<file path="config.mk">
export PLATFORM = sky130hd
export DESIGN_NAME = buffer_ram_arbiter
export DESIGN_NICKNAME = d
export VERILOG_FILES = /design/src/rtl/buffer_ram_arbiter.sv
export SDC_FILE = /design/constraint.sdc
export NUM_CORES = 1
export LEC_CHECK = 0
export ABC_CLOCK_PERIOD_IN_PS = 4700
export CORE_MARGIN = 1
export CORE_UTILIZATION = 35
export DETAILED_ROUTE_END_ITERATION = 16
export GPL_ROUTABILITY_DRIVEN = 0
export GPL_TIMING_DRIVEN = 0
export HOLD_SLACK_MARGIN = 0.1
export PLACE_DENSITY = 0.94
export SYNTH_ARGS = -nofsm -noshare
export SYNTH_HDL_FRONTEND = slang
export SYNTH_SLANG_ARGS = --single-unit
export TNS_END_PERCENT = 30
</file>
<file path="constraint.sdc">
create_clock -name clk -period 4.7 [get_ports clk]
set_input_delay 0.94 -clock clk [delete_from_list [all_inputs] [get_ports clk]]
set_output_delay 0.94 -clock clk [all_outputs]
set_load 0.1 [all_outputs]
</file>
<file path="src/rtl/buffer_ram_arbiter.sv">
// Round-robin arbiter sharing one 1R1W buffer RAM between read and write requesters.
// Read responses are steered back by a valid/ID pipeline matched to the RAM read latency.
module buffer_ram_arbiter #(
  parameter int NUM_RD       = 4,
  parameter int NUM_WR       = 2,
  parameter int DEPTH        = 512,
  parameter int WIDTH        = 32,
  parameter int READ_LATENCY = 3,
  parameter int WR_FIRST     = 1,
  parameter int DEPTHAD      = $clog2(DEPTH),
  parameter int IDW          = (NUM_RD > 1) ? $clog2(NUM_RD) : 1,
  localparam int WPW         = (NUM_WR > 1) ? $clog2(NUM_WR) : 1,
  localparam int CNTW        = $clog2(READ_LATENCY + 1)
) (
  input  logic                      clk,
  input  logic                      rstn,
  input  logic [NUM_RD-1:0]         rd_req,
  input  logic [NUM_RD*DEPTHAD-1:0] rd_addr,
  output logic [NUM_RD-1:0]         rd_gnt,
  output logic [NUM_RD-1:0]         rd_rvalid,
  output logic [WIDTH-1:0]          rd_rdata,
  input  logic [NUM_WR-1:0]         wr_req,
  input  logic [NUM_WR*DEPTHAD-1:0] wr_addr,
  input  logic [NUM_WR*WIDTH-1:0]   wr_data,
  output logic [NUM_WR-1:0]         wr_gnt,
  output logic [DEPTHAD-1:0]        ram_raddr,
  output logic [DEPTHAD-1:0]        ram_waddr,
  output logic [WIDTH-1:0]          ram_wdata,
  output logic                      ram_wren,
  input  logic [WIDTH-1:0]          ram_rdata,
  output logic                      busy,
  output logic [CNTW-1:0]           inflight
);

  // Handshake: a requester holds req and addr/data stable; a transfer happens in the
  // cycle where req and the combinational gnt are both high. Dropping req early is legal.

  logic [DEPTHAD-1:0] rd_addr_a [NUM_RD];
  logic [DEPTHAD-1:0] wr_addr_a [NUM_WR];
  logic [WIDTH-1:0]   wr_data_a [NUM_WR];

  for (genvar i = 0; i < NUM_RD; i++) begin : g_rd_unpack
    assign rd_addr_a[i] = rd_addr[i*DEPTHAD +: DEPTHAD];
  end
  for (genvar i = 0; i < NUM_WR; i++) begin : g_wr_unpack
    assign wr_addr_a[i] = wr_addr[i*DEPTHAD +: DEPTHAD];
    assign wr_data_a[i] = wr_data[i*WIDTH +: WIDTH];
  end

  logic [WPW-1:0]    wr_ptr;
  logic [IDW-1:0]    rd_ptr;
  logic              wr_found, rd_found, wr_fire, rd_fire;
  logic [WPW-1:0]    wr_win;
  logic [IDW-1:0]    rd_win;
  logic [NUM_RD-1:0] rd_cand;
  logic [DEPTHAD-1:0] raddr_q;
  logic [READ_LATENCY-1:0] pv;
  logic [IDW-1:0]    pid [READ_LATENCY];
  logic [CNTW-1:0]   cnt;
  logic              resp;

  always_comb begin : wr_arb
    logic [WPW-1:0] idx;
    idx      = '0;
    wr_found = 1'b0;
    wr_win   = '0;
    for (int i = 0; i < NUM_WR; i++) begin
      idx = WPW'((int'(wr_ptr) + i) % NUM_WR);
      if (!wr_found && wr_req[idx]) begin
        wr_found = 1'b1;
        wr_win   = idx;
      end
    end
  end

  assign wr_fire   = wr_found & rstn;
  assign ram_wren  = wr_fire;
  assign ram_waddr = wr_addr_a[wr_win];
  assign ram_wdata = wr_data_a[wr_win];

  // A read colliding with this cycle's write is masked so it observes the new data next cycle.
  always_comb begin
    rd_cand = rd_req;
    for (int i = 0; i < NUM_RD; i++) begin
      if (WR_FIRST != 0 && ram_wren && rd_addr_a[i] == ram_waddr) rd_cand[i] = 1'b0;
    end
  end

  always_comb begin : rd_arb
    logic [IDW-1:0] idx;
    idx      = '0;
    rd_found = 1'b0;
    rd_win   = '0;
    for (int i = 0; i < NUM_RD; i++) begin
      idx = IDW'((int'(rd_ptr) + i) % NUM_RD);
      if (!rd_found && rd_cand[idx]) begin
        rd_found = 1'b1;
        rd_win   = idx;
      end
    end
  end

  assign rd_fire   = rd_found & rstn;
  assign ram_raddr = rd_fire ? rd_addr_a[rd_win] : raddr_q;

  always_comb begin
    rd_gnt = '0;
    wr_gnt = '0;
    if (rd_fire) rd_gnt[rd_win] = 1'b1;
    if (wr_fire) wr_gnt[wr_win] = 1'b1;
  end

  always_ff @(posedge clk or negedge rstn) begin
    if (!rstn) begin
      wr_ptr  <= '0;
      rd_ptr  <= '0;
      raddr_q <= '0;
    end else begin
      if (wr_fire) wr_ptr <= WPW'((int'(wr_win) + 1) % NUM_WR);
      if (rd_fire) rd_ptr <= IDW'((int'(rd_win) + 1) % NUM_RD);
      raddr_q <= ram_raddr;
    end
  end

  always_ff @(posedge clk or negedge rstn) begin
    if (!rstn) begin
      pv <= '0;
      for (int k = 0; k < READ_LATENCY; k++) pid[k] <= '0;
    end else begin
      pv[0]  <= rd_fire;
      pid[0] <= rd_win;
      for (int k = 1; k < READ_LATENCY; k++) begin
        pv[k]  <= pv[k-1];
        pid[k] <= pid[k-1];
      end
    end
  end

  assign resp = pv[READ_LATENCY-1];

  always_comb begin
    rd_rvalid = '0;
    if (rstn && resp) rd_rvalid[pid[READ_LATENCY-1]] = 1'b1;
  end

  assign rd_rdata = ram_rdata;

  always_ff @(posedge clk or negedge rstn) begin
    if (!rstn) cnt <= '0;
    else if (rd_fire && !resp) cnt <= cnt + CNTW'(1);
    else if (!rd_fire && resp) cnt <= cnt - CNTW'(1);
  end

  assign inflight = cnt;
  assign busy     = rstn & ((|rd_req) | (|wr_req) | (cnt != '0));

endmodule

</file>
Word-level counts from Yosys, hierarchy flattened
Index checks and enable logic that the tools add are counted.

Register bits after elaboration: 23. Word-level logic and storage cells: 114. Input port bits: 158. Output and inout bits: 96.

Muxes and demuxes: 49. Add/sub/neg operators: 8. Bitwise gates (word level): 7. Equal/unequal tests: 4. $lt $le $gt $ge: 14. Reductions and logical operators: 24.

Operator list (count): 32-bit two-way mux (3); 9-bit two-way mux (6); 9-bit equality test (4); 1-bit two-way mux (23); 9-bit binary-select mux with 2-bit select (1); 2-bit by 3-bit < comparator with 1-bit output, second input constant (6); 1-bit logical AND (14); 2-bit two-way mux (7); 1-bit binary-select mux with 2-bit select (4); 4-bit two-way mux (2); 2-bit by 1-bit adder with 2-bit output, second input constant (3); 1-bit zero test (6); 1-bit by 2-bit < comparator with 1-bit output, second input constant (3); 2-bit adder, second input constant (2); 1-bit demux with 2-bit select (2); 2-bit by 1-bit >= comparator with 1-bit output, second input constant (2); 2-bit nonzero test (2); 4-bit OR reduction (1); 1-bit AND (3); 3-bit >= comparator, second input constant (1); 2-bit NOT with 3-bit output (1); 1-bit adder, second input constant (2); 2-bit >= comparator, second input constant (1); 1-bit NOT with 2-bit output (1); other kinds (5) (6).

Longest topological paths before layout
Depth after elaboration: 30. Depth in mapped cells: 14. Gate-level depth less buffers: 11.

Worst setup path after synthesis
OpenSTA, ideal clock, no wires.

Kind: input to output. From: input port rstn. To: output port ram_raddr[2]. Setup slack: -1.190 ns. Buffers on the path: 2. Data required time: 3.760 ns. Stages: 10. Data arrival time: 4.950 ns. Cells stage by stage: buf_2 > o21ai_0 > inv_1 > o21ai_0 > or4_1 > a41oi_1 > and3_1 > buf_4 > nand2_8 > o211ai_1.

Word-level cells in the longest chain between the ends: 20. Elaborated cells between the ends (all ways): 37. Those cells by class: mux: 24; bitwise: 3; reduce/logical: 10.

Ends and longest elaborated chain: start, declared (RTL line 16) `input logic rstn,`; 1-bit AND * (RTL line 76) `assign wr_fire = wr_found & rstn;`; named net ram_wren (RTL line 29) `output logic ram_wren,`; 1-bit logical AND (RTL line 85) `if (WR_FIRST != 0 && ram_wren && rd_addr_a[i] == ram_waddr) rd_cand[i] = 1'b0;`; 1-bit two-way mux (RTL line 85); 1-bit binary-select mux with 2-bit select (RTL line 96) `if (!rd_found && rd_cand[idx]) begin`; 1-bit two-way mux (implied by the code) (RTL line 96); 1-bit two-way mux (RTL line 96); 1-bit zero test (RTL line 96); [5 not listed]; 1-bit zero test (RTL line 96); 1-bit logical AND (RTL line 96); 2-bit two-way mux * (RTL line 96); named net rd_win[0] (RTL line 54) `logic [IDW-1:0] rd_win;`; 2-bit NOT with 3-bit output (implied by the code) * (RTL line 104) `assign ram_raddr = rd_fire ? rd_addr_a[rd_win] : raddr_q;`; 9-bit binary-select mux with 2-bit select * (RTL line 104); 9-bit two-way mux (implied by the code) * (2 in a row) (RTL line 104); 9-bit two-way mux * (RTL line 104); end, declared (RTL line 26) `output logic [DEPTHAD-1:0] ram_raddr,`.

The timed path passes the listed nets; every way through them passes the cells marked *. The select of a mux whose other input is x is not followed.

Worst setup path in the final report
From: input port rd_addr[27]. To: output port ram_raddr[4].

Word-level cells in the longest chain between the ends: 20. Elaborated cells between the ends (all ways): 31. Those cells by class: eq/ne: 1; mux: 21; bitwise: 2; reduce/logical: 7.

Ends and longest elaborated chain: start, declared (RTL line 18) `input logic [NUM_RD*DEPTHAD-1:0] rd_addr,`; 9-bit equality test * (RTL line 85); 1-bit logical AND * (RTL line 85); 1-bit two-way mux * (RTL line 85); 1-bit binary-select mux with 2-bit select (RTL line 96); 1-bit two-way mux (implied by the code) (RTL line 96); 1-bit two-way mux (RTL line 96); 1-bit zero test (RTL line 96); 1-bit logical AND (RTL line 96); [3 not listed]; 1-bit two-way mux (RTL line 96); 1-bit zero test (RTL line 96); 1-bit logical AND (RTL line 96); 2-bit two-way mux (RTL line 96); 2-bit NOT with 3-bit output (implied by the code) (RTL line 104); 9-bit binary-select mux with 2-bit select (RTL line 104); 9-bit two-way mux (implied by the code) (2 in a row) (RTL line 104); 9-bit two-way mux * (RTL line 104).

Every way passes the cells marked *; elsewhere a longest branch is shown, timed or not. The select of a mux whose other input is x is not followed.

==> results.yml <==
status:
  run_status: "finished, violations left"
  violations: "setup timing"
pwr:
  power_density_nw_per_um2: 360
  vdd.ir_drop.worst_v: 0.000290
  p_leak_nw: 2.95
cts:
  cts_htree_levels: 1
  cts-root-buf: "clkbuf_8"
  clock_latency_ns: 0.28
  cts_tree: "yes"
  clock_sinks: 23
  tritoncts.num_buffers: 3
  cts_max_path_buffers: 2
  cts.clk_slew.worst_paths_ns: 0.08
sta:
  relSlewSlack: 0.330
  timing.final.crit_period_ns: 4.99
  hold-worst-slack_ns: 0.353
  setup_viol: 13
  timing_max_transition_violations_final: 0
  setup_repair_after_global_routing_missed_its_margin: "true"
  period_share: 1.06
  hold_viol_final: 0
  timing_worst_slew_pin_value_ns: 1.00
  clock.fmax_mhz: 200
  largest_clock_skew_in_the_final_design_ns: 0.00909
  worst_slack_ns: -0.288
drt:
  routedWlPerCell_um: 22.5
  first_iter_violations: 558
  drt_pre_antenna_iters: 6
  vias: 5097
  dr_drc_count: 0
  vias_per_cell: 6.04
  drt.antenna.violating_nets: 0
  routed_wl_mm: 19.0
synthesis:
  synth_async_sr_flop_share: 1.00
  synthTopCellsByArea: "dfrtp_1 17%, nand2_1 12%, buf_4 7.6%, xor2_1 5.0%, inv_1 3.6%"
  yosysWarningCount: 0
  ys_seq_elements: 23
  netlist_area_sq_um: 3360
  syn-mean-instance-area_sq_um: 7.35
  synth_seq_area_share: 0.171
  synth_fp_nets: 620
  top_flip_flop_cell_by_instance_count_after_synthesis: "dfrtp_1"
  synth_cell_types: 72
  yosysTopAreaCell: "dfrtp_1"
  synth_cells: 457
  synth_enable_flop_cells: 0
  yosysTopAreaCellShare: 0.171
cells_and_area:
  nets: 879
  synthToLayoutAreaGrowth_pct: 98.0
  final_common_cell: "clkdlybuf4s50_1"
  post_layout_inst_area_sq_um: 6650
  insertedDiodeCount: 0
  layout-drive-gt1-share: 0.316
  layout_common_cells: "160 x clkdlybuf4s50_1, 107 x nand2_1, 70 x buf_4, 23 x dfrtp_1"
hold_path:
  hold_class: "reg -> reg"
global_routing:
  grt_pass1_vias: 5034
  grt_usage: 0.352
  gr-total-overflow: 0
  largest_net_degree_at_the_start_of_global_routing: 32
  initial_antenna_violation_count: 0
  global_route_wire_length_before_repair_mm: 26.9
die:
  placeableCoreArea_sq_um: 9280
  die_h_um: 100
  start_util: 0.362
  pin_count: 254
  rows: 35
  chipWidth_um: 100
  die_outline_area_sq_um: 10000
setup_path:
  cp_data_required_time_ns: 3.76
  critPathMaxFanout: 10
  critical_path.startpoint_type: "input port"
  crit_path_end_kind: "output port"
  criticalPathCategory: "in -> out"
  worst_ep_arrival_time_ns: 4.05
placed_design:
  placement.io_buffers: 217
  post_dp_cell_area_sq_um: 5780
  dpl.hpwl_mm: 12.5
run:
  timing.max_cap.violations: 0
==> cell usage after synthesis (4+ instances only) <==
master / number
nand2_1: 107
buf_4: 34
inv_1: 32
dfrtp_1: 23
xor2_1: 19
o21ai_0: 14
nor2_1: 12
xnor2_1: 11
mux2i_1: 9
nand2_2: 9
nor4_1: 9
o211ai_1: 8
buf_2: 7
nand2b_1: 7
nand3_1: 7
nand4_1: 7
nor2b_1: 7
o22ai_1: 7
a211oi_1: 6
a21oi_1: 6
clkbuf_1: 6
nor3_1: 6
a211o_1: 5
a31oi_1: 5
and2_1: 5
ha_1: 5
o31ai_1: 5
a21o_1: 4
a221oi_1: 4
buf_6: 4
o211ai_2: 4
==> flip-flops by register name, summed over array words and instances, names as in the netlist <==
register / count
wr_ptr: 1
raddr_q: 9
rd_ptr: 2
inflight: 2
pv: 3
pid: 6
==> what timing repair did <==
action,in CTS,in global routing
endpoints found under the setup margin,69,13
setup buffers,27,9
hold buffers,0,0
gates cloned,2,1
pin swaps,30,29
gates resized for setup,208,121
==> worst max-delay path: stages <==
cell and delay (ns):
clkdlybuf4s50_1 0.56, xnor2_1 0.15, nand3_1 0.12, nor3_1 0.37
a31oi_2 0.14, o31a_1 0.37, nor3_4 0.30, buf_4 0.24
o31ai_1 0.11, a211o_1 0.31, o211ai_1 0.14, buf_6 0.27
==> cell families (layout without fill, tap and decap cells) <==
logic type / Yosys count / in the layout / share of synthesized area
buf+inv: 88 / 346 / 0.149
compound gates: 107 / 107 / 0.268
xor+xnor: 30 / 30 / 0.0782
flops: 23 / 23 / 0.171
mux: 9 / 9 / 0.0268
simple gates: 195 / 195 / 0.289
fa+ha+maj: 5 / 5 / 0.0186
==> area by class of cell <==
class	count	area [sq um]
clock inverters	1	7.51
well taps	129	161
fillers	663	2630
multi-input cells	346	2800
inverters	34	143
flip-flops and latches	23	576
clock buffers	3	41.3
plain buffers	52	422
repair buffers	256	2510
==> through the flow <==
stage               total power [mW]   util  std cells  setup WS [ns]  TNS [ns]
floorplan                       1.52      -        457         -0.651     -3.37
global placement                1.93  0.622        803          -2.23    -41.20
detailed placement              1.96  0.622        803          -2.39    -45.74
CTS                             2.22  0.680        834        -0.0120   -0.0120
global route                    2.46  0.717        844         -0.286     -3.18
finish                          2.39  0.717        844         -0.288     -2.84
==> report_power, final <==
group	total [mW]	switching, mW	internal (mW)
registers	0.327	0.0578	0.269
logic	1.93	1.31	0.621
clock network	0.132	0.0717	0.0602
total	2.39	1.44	0.950
==> per-layer routing <==
layer | up-vias | global-route usage | wire (um)
met1 | 2289 | 0.413 | 6580
met5 | - | 0 | 0
li1 | 2110 | - | -
met2 | 502 | 0.556 | 8500
met3 | 196 | 0.124 | 2340
met4 | 0 | 0.207 | 1540
==> worst paths after layout <==
| kind | start | end | slack, ns | cells after the start |
|---|---|---|---|---|
| min | pid[3] | pid[1] | 0.35 | 0 |
| max reg2reg | wr_ptr | inflight[1] | 1.17 | 17 |
| max | rd_addr[27] | ram_raddr[4] | -0.29 | 12 |
| min reg2reg | pid[3] | pid[1] | 0.35 | 0 |
| max in group asynchronous | rstn | raddr_q[6] | 3.99 | 1 |
| min in group asynchronous | rstn | rd_ptr[0] | 0.50 | 1 |
(Power assumes the default switching activity.)
